**src/rtl/board_state_regs.sv**
```systemverilog
// Board-state register file: validates one move per cycle, stores 2-bit cell codes,
// and tracks move count, turn and board-full. Optional undo LIFO under `BOARD_UNDO_EN`.
module board_state_regs #(
  parameter int CELLS        = 16,
  parameter int FIRST_PLAYER = 0,
  parameter int ENFORCE_TURN = 1,
  localparam int IW          = $clog2(CELLS),
  localparam int CW          = IW + 1
) (
  input  logic                 clock,
  input  logic                 reset_n,
  input  logic                 clear,
  input  logic                 inhibit,
  input  logic                 move_valid,
  input  logic                 move_side,
  input  logic [IW-1:0]        move_idx,
  input  logic                 undo,
  output logic [2*CELLS-1:0]   board,
  output logic                 move_accept,
  output logic                 move_reject,
  output logic [1:0]           reject_code,
  output logic [CW-1:0]        move_count,
  output logic                 turn,
  output logic                 board_full
);

  typedef enum logic [1:0] {
    CELL_EMPTY    = 2'b00,
    CELL_PLAYER   = 2'b01,
    CELL_COMPUTER = 2'b10
  } cell_t;

  typedef enum logic [1:0] {
    REJ_NONE     = 2'b00,
    REJ_OCCUPIED = 2'b01,
    REJ_RANGE    = 2'b10,
    REJ_TURN     = 2'b11
  } rej_t;

  localparam logic START_SIDE = 1'(FIRST_PLAYER);

  cell_t         cells_q [CELLS];
  cell_t         cells_d [CELLS];
  logic [CW-1:0] count_q, count_d;
  logic          turn_q, turn_d;
  logic          accept_q, accept_d;
  logic          reject_q, reject_d;
  rej_t          code_q, code_d;

  logic          push;
  logic          undo_fire;
  logic [IW-1:0] top_idx;
  logic          top_side;
  logic          turn_bad;
  logic          in_range;
  logic          target_busy;

`ifdef BOARD_UNDO_EN
  // The stack depth always equals move_count, so the count doubles as stack pointer.
  logic          stack_side [CELLS];
  logic [IW-1:0] stack_idx  [CELLS];
  logic [IW-1:0] top_ptr;

  assign top_ptr   = IW'(count_q - CW'(1));
  assign top_idx   = stack_idx[top_ptr];
  assign top_side  = stack_side[top_ptr];
  assign undo_fire = undo && !inhibit && (count_q != '0);

  // NOTE: stack storage has no reset; entries above the count are never read,
  // so resetting them would only cost flops.
  always_ff @(posedge clock) begin
    if (push) begin
      stack_side[IW'(count_q)] <= move_side;
      stack_idx[IW'(count_q)]  <= move_idx;
    end
  end
`else
  logic unused_undo_path;

  assign top_idx          = '0;
  assign top_side         = 1'b0;
  assign undo_fire        = 1'b0;
  assign unused_undo_path = ^{undo, push};
`endif

  assign turn_bad = inhibit || ((ENFORCE_TURN != 0) && (move_side != turn_q));
  assign in_range = ({1'b0, move_idx} < CW'(CELLS));

  always_comb begin
    target_busy = 1'b0;
    for (int i = 0; i < CELLS; i++) begin
      if (move_idx == IW'(i)) target_busy = (cells_q[i] != CELL_EMPTY);
    end
  end

  // NOTE: every next-state signal takes its hold value first, so no path
  // through the priority chain leaves one unassigned and infers a latch.
  always_comb begin
    cells_d  = cells_q;
    count_d  = count_q;
    turn_d   = turn_q;
    accept_d = 1'b0;
    reject_d = 1'b0;
    code_d   = code_q;
    push     = 1'b0;

    if (clear) begin
      for (int i = 0; i < CELLS; i++) cells_d[i] = CELL_EMPTY;
      count_d = '0;
      turn_d  = START_SIDE;
      code_d  = REJ_NONE;
      if (move_valid) begin
        reject_d = 1'b1;
        code_d   = REJ_TURN;
      end
    end else if (undo_fire) begin
      for (int i = 0; i < CELLS; i++) begin
        if (top_idx == IW'(i)) cells_d[i] = CELL_EMPTY;
      end
      count_d  = count_q - CW'(1);
      turn_d   = top_side;
      accept_d = 1'b1;
      if (move_valid) begin
        reject_d = 1'b1;
        code_d   = REJ_TURN;
      end
    end else if (move_valid) begin
      if (turn_bad) begin
        reject_d = 1'b1;
        code_d   = REJ_TURN;
      end else if (!in_range) begin
        reject_d = 1'b1;
        code_d   = REJ_RANGE;
      end else if (target_busy) begin
        // A full board lands here too: every cell is occupied.
        reject_d = 1'b1;
        code_d   = REJ_OCCUPIED;
      end else begin
        for (int i = 0; i < CELLS; i++) begin
          if (move_idx == IW'(i)) cells_d[i] = move_side ? CELL_COMPUTER : CELL_PLAYER;
        end
        count_d  = count_q + CW'(1);
        turn_d   = ~move_side;
        accept_d = 1'b1;
        push     = 1'b1;
      end
    end
  end

  // NOTE: state registers use non-blocking assignments so every flop samples
  // the pre-edge values regardless of statement order.
  always_ff @(posedge clock or negedge reset_n) begin
    if (!reset_n) begin
      for (int i = 0; i < CELLS; i++) cells_q[i] <= CELL_EMPTY;
      count_q  <= '0;
      turn_q   <= START_SIDE;
      accept_q <= 1'b0;
      reject_q <= 1'b0;
      code_q   <= REJ_NONE;
    end else begin
      cells_q  <= cells_d;
      count_q  <= count_d;
      turn_q   <= turn_d;
      accept_q <= accept_d;
      reject_q <= reject_d;
      code_q   <= code_d;
    end
  end

  always_comb begin
    for (int i = 0; i < CELLS; i++) board[2*i +: 2] = cells_q[i];
  end

  assign move_accept = accept_q;
  assign move_reject = reject_q;
  assign reject_code = code_q;
  assign move_count  = count_q;
  assign turn        = turn_q;
  assign board_full  = (count_q == CW'(CELLS));

endmodule

```
**config.mk**
```make
export PLATFORM = sky130hd
export DESIGN_NAME = board_state_regs
export DESIGN_NICKNAME = d
export VERILOG_FILES = /design/src/rtl/board_state_regs.sv
export SDC_FILE = /design/constraint.sdc
export NUM_CORES = 1
export LEC_CHECK = 0
export CELL_PAD_IN_SITES_DETAIL_PLACEMENT = 1
export CELL_PAD_IN_SITES_GLOBAL_PLACEMENT = 1
export CORE_UTILIZATION = 34
export CTS_BUF_LIST = sky130_fd_sc_hd__clkbuf_16
export DETAILED_ROUTE_END_ITERATION = 16
export HOLD_SLACK_MARGIN = 0.03
export PLACE_DENSITY_LB_ADDON = 0.1
export RECOVER_POWER = 50
export SLEW_MARGIN = 10
export SYNTH_ARGS = -nofsm -noshare
export SYNTH_HDL_FRONTEND = slang
export SYNTH_SLANG_ARGS = --single-unit
```
**constraint.sdc**
```tcl
create_clock -name clock -period 1.58 [get_ports clock]
set_input_delay 0.158 -clock clock [delete_from_list [all_inputs] [get_ports clock]]
set_output_delay 0.158 -clock clock [all_outputs]
set_load 0.02 [all_outputs]
```
* Yosys cells after proc, flatten, opt, wreduce, memory -nomap -nowiden
Cells that the tools add are included.
** Storage, ports and cells
- Register bits :: 42
- Bits of input ports :: 11
- Output and inout port bits :: 43
- Word-level logic and storage cells :: 155
** Operators by class
- $add $sub $neg :: 1
- Eq/ne operators :: 19
- Multiplexer cells :: 59
- Bitwise gates (word level) :: 1
- Reductions and logical operators :: 54
** Operators by type and width (count)
- $mux W32 :: 4
- $reduce_bool A2 Y1 :: 33
- $reduce_and A4 Y1 :: 16
- $mux W2 :: 22
- $eq A4 B4 Y1 const B :: 8
- $mux W1 :: 29
- $mux W5 :: 4
- $eq A4 B3 Y1 const B :: 4
- $eq A4 B2 Y1 const B :: 2
- $add A5 B1 Y5 const B :: 1
- $eq A5 B5 Y1 const B :: 1
- $eq A4 B1 Y1 const B :: 1
- $logic_not A4 Y1 :: 1
- $ne A2 B2 Y1 const B :: 2
- $reduce_and A3 Y1 :: 1
- $reduce_bool A3 Y1 :: 1
- $reduce_and A2 Y1 :: 1
- $logic_or A1 B1 Y1 :: 1
- $ne A1 B1 Y1 :: 1
- $not A1 Y1 :: 1

* Logic depth before layout (Yosys ltp)
- Depth in word-level cells :: 21
- Depth in mapped cells :: 9
- Gate-level depth less buffers :: 6

* Worst setup path before layout
Ideal clock, no wire load.
- Kind :: in2reg
- From :: input move_idx[2]
- To :: register count_q[1], in the netlist move_count[1]
- Arrival time :: 1.745 ns
- Required time :: 1.454 ns
- Path slack :: -0.291 ns
- Cell stages on the path :: 8
- Buffers on the path :: 2
- Cells stage by stage :: buf_6 > or2_0 > buf_2 > a311oi_2 > a22oi_2 > a211o_2 > and4_1 > a221o_1
** Between the ends
- Cells in the longest elaborated chain, start to end :: 19
- Elaborated cells between the ends (all ways) :: 34
- Those cells by class :: eq/ne: 16; mux: 16; reduce/logical: 2
** RTL lines
- start: declaration :: RTL line 16 : input logic [IW-1:0] move_idx,
- $logic_not A4 Y1 :: RTL line 92 : if (move_idx == IW'(i)) target_busy = (cells_q[i] != CELL_EMPTY);
- $mux W1 (15 in series) :: RTL line 92
- $mux W1 * :: RTL line 92
- $ne A2 B2 Y1 (no line) *
- $reduce_and A3 Y1 (no line) *
- end signal: assignment :: RTL line 162 : count_q <= count_d;
- end: declaration :: RTL line 44 : logic [CW-1:0] count_q, count_d;
Mark *: on every way between the ends. The rest lies on a longest branch, timed or not.
A chain may end at the register's enable or synchronous reset.

* Worst setup path in the final report
- From :: register cells_q (netlist bit board[2])
- To :: register cells_q (netlist bit board[28])
** Between the ends
- Cells in the longest elaborated chain, start to end :: 18
** RTL lines
- start: declaration :: RTL line 42 : cell_t cells_q [CELLS];
- start signal: assignment :: RTL line 161 : cells_q <= cells_d;
- $reduce_bool A2 Y1 :: RTL line 92
- $mux W1 (15 in series) :: RTL line 92
- $ne A2 B2 Y1 (no line)
- $reduce_and A4 Y1 (no line)
Every way passes these cells.

==> impl_metrics.tcl <==
set metrics [dict create \
    status "complete, but fails checks" \
    failed_checks "design-rule violations, negative setup slack" \
    finalCritPeriodShare 1.211 \
    ys_types 60 \
    ctsHtreeMaxLevel 2 \
    ys_ff_latch 42 \
    critPathMaxFanout 6 \
    postSynthCellCount 235 \
    die_h_um 84.11 \
    required_ns 1.76 \
    cpPeakStageDelay_ns 0.41 \
    layout_min_cycle_time_ns 1.913 \
    worstPathArrival_ns 2.09 \
    routed.top_layer "met4" \
    final_cell_mix "92 x buf_4, 39 x dfrtp_1, 35 x clkdlybuf4s50_1, 21 x nor2_1, 17 x a22o_1" \
    start_kind "flip-flop" \
    wl_per_cell_um 21.59 \
    vias_per_cell 5.664 \
    tritoncts "built" \
    n_antenna_cell 0 \
    wirelength_met1_um 4174 \
    cp_cell_sequence "inv_2, a311oi_2, a22oi_2, a211o_4, a21oi_4, buf_12, buf_4, o2bb2ai_2" \
    yosysWarnings 0 \
    rsz0062_at_grt "yes" \
    numCtsBuffers 5 \
    peakVddDrop_v 0.0004246 \
    fin_nets 391 \
    grt_pass1_wl_um 15050 \
    wl_met2_um 5028 \
    port_buffers 52 \
    hpwlAfterDp_um 5942 \
    die_w_um 84.11 \
    final_cells 456 \
    ant_nets 0 \
    nFillCells 708 \
    maxSlewViolCount 0 \
    vias 2583 \
    fin_skew_ns 0.01338 \
    clkSinkCount 42 \
    power.density_nw_per_um2 686.1 \
    core_um2 6422 \
    synth_area_leader_cell "dfrtp_1" \
    die_area_um2 7074 \
    num_io_pins 54 \
    rows 29 \
    clk_pin_slew_ns 0.07 \
    p_leak_nw 1.924 \
    clock_latency_ns 0.29 \
    grt_max_degree 31 \
    regArea_um2 1055 \
    final_util 0.6230 \
    hold_class "in -> reg" \
    multi_input_area_um2 1308 \
    clock_path_buffers 2 \
    clock-root-buffer "clkbuf_16" \
    finalSetupTns_ns -8.604 \
    first_pass_iters 10 \
    synthFlopType "dfrtp_1" \
    drc 6 \
    grt_use_total 0.2751 \
    cap_violations 0 \
    synthArstFlopShare 1.000 \
    place_inst 432 \
    maxSlewHeadroom 0.4584 \
    finalHoldViolCount 0 \
    avgSynthCellArea_um2 9.754 \
    synth_nets 248 \
    yosysSeqAreaShare 0.4585 \
    first_global_vias 2860 \
    mostFrequentLayoutCell "buf_4" \
    start_util 0.3569 \
    wl_met3_um 449 \
    post-route-worst-setup-slack_ns -0.3329 \
    whs_ns 0.4767 \
    critPathKind "reg -> reg" \
    globalplace.congestion 0.8234 \
    max_clock_freq_mhz 522.8 \
    setup-violations-final 40 \
    cp_slowest_cell "dfrtp_1" \
    antenna_found_initial 0 \
    routed_wl_um 9846 \
    endpoint_kind "flip-flop" \
    yosys.area.top_type_share 0.4585 \
    drtIter0Drc 210 \
    drive_gt1_frac 0.4169 \
    synth-edff-count 0 \
    overflow 0 \
    worst_pin_slew_ns 0.8124 \
    synthTopCellsByArea "dfrtp_1 46%, a22o_1 6.5%, nor2_1 3.8%" \
    syn_to_final_growth_pct 74.56 \
    synth_area_um2 2292 \
]
[state kept, by name (all words and copies together), names as in the netlist]
signal,cells
move_accept,1
board,32
move_count,5
turn,1
move_reject,1
reject_code,2
[cells in the mapped netlist, drive strengths merged, types with 3 or more instances]
master	number
dfrtp	42
a32o	5
a311oi	3
o21ai	6
o41ai	4
a31oi	4
a21oi	7
a22o	17
nand3	7
o21bai	3
nor2	23
inv	11
buf	9
nor3	17
o32ai	4
and2	3
nand2	18
nor4	4
nand2b	3
or2	3
clkbuf	8
[timing repair]
item	CTS	global route
setup endpoints to repair	41	47
hold buffers	1	0
cloned	1	0
hold endpoints to repair	28	0
pin swaps	12	15
setup buffers	8	6
resized for setup	47	27
[worst max-delay path: cells and delay by family (launching register included)]
| family | cells | cell delay, ns |
|---|---|---|
| buffers and inverters | 3 | 0.33 |
| AOI/OAI and AO/OA | 5 | 1.05 |
| DFF | 1 | 0.41 |
[final timing paths]
kind | from | to | slack [ns] | depth (start not counted)
worst max-delay path | board[2] | board[28] | -0.33 | 8
worst min-delay path | move_idx[2] | board[24] | 0.48 | 4
worst max register to register | board[2] | board[28] | -0.33 | 8
worst min register to register | reject_code[0] | reject_code[0] | 0.51 | 1
max in group asynchronous | reset_n | board[22] | 0.28 | 3
min in group asynchronous | reset_n | board[8] | 0.50 | 2
[layout make-up]
class	instances	share of cell area
Timing Repair Buffer	153	0.3399
Tap cell	77	0.02408
Sequential cell	42	0.2636
Clock inverter	3	0.004065
Clock buffer	5	0.03127
Inverter	11	0.01032
Multi-Input combinational cell	165	0.3268
[through the flow]
step,total power [mW],cell area (um2),setup slack (ns)
6_report,2.745,4001,-0.3329
5_1_grt,2.820,4001,-0.3957
4_1_cts,2.702,3886,-0.2390
3_5_place_dp,1.641,3510,-0.8205
3_3_place_gp,1.628,3510,-0.7865
2_1_floorplan,1.368,2331,-0.2892
[cells by family (layout without fill, tap and decap cells)]
logic type / after synthesis / in the layout / synth area share
AO/OA/AOI/OAI: 71 / 71 / 0.2604
XOR/XNOR: 1 / 1 / 0.003822
buffers and inverters: 28 / 172 / 0.06113
adder cells (fa/ha/maj): 2 / 2 / 0.01092
multiplexers: 1 / 1 / 0.004367
flip-flops: 42 / 42 / 0.4585
AND/OR/NAND/NOR: 90 / 90 / 0.2009
[where the power goes]
part / internal, mW / leakage (nW) / switching [mW]
Combinational: 0.277 / 1.29 / 0.341
Sequential: 1.10 / 0.572 / 0.0143
Clock: 0.578 / 0.0672 / 0.438
[metal layers]
metal	track usage	vias to the layer above
met3	0.03462	19
met4	0.09248	0
met5	0	-
met1	0.3402	1311
li1	-	1170
met2	0.4948	83
Note: power is estimated with default switching activity, not from simulation.
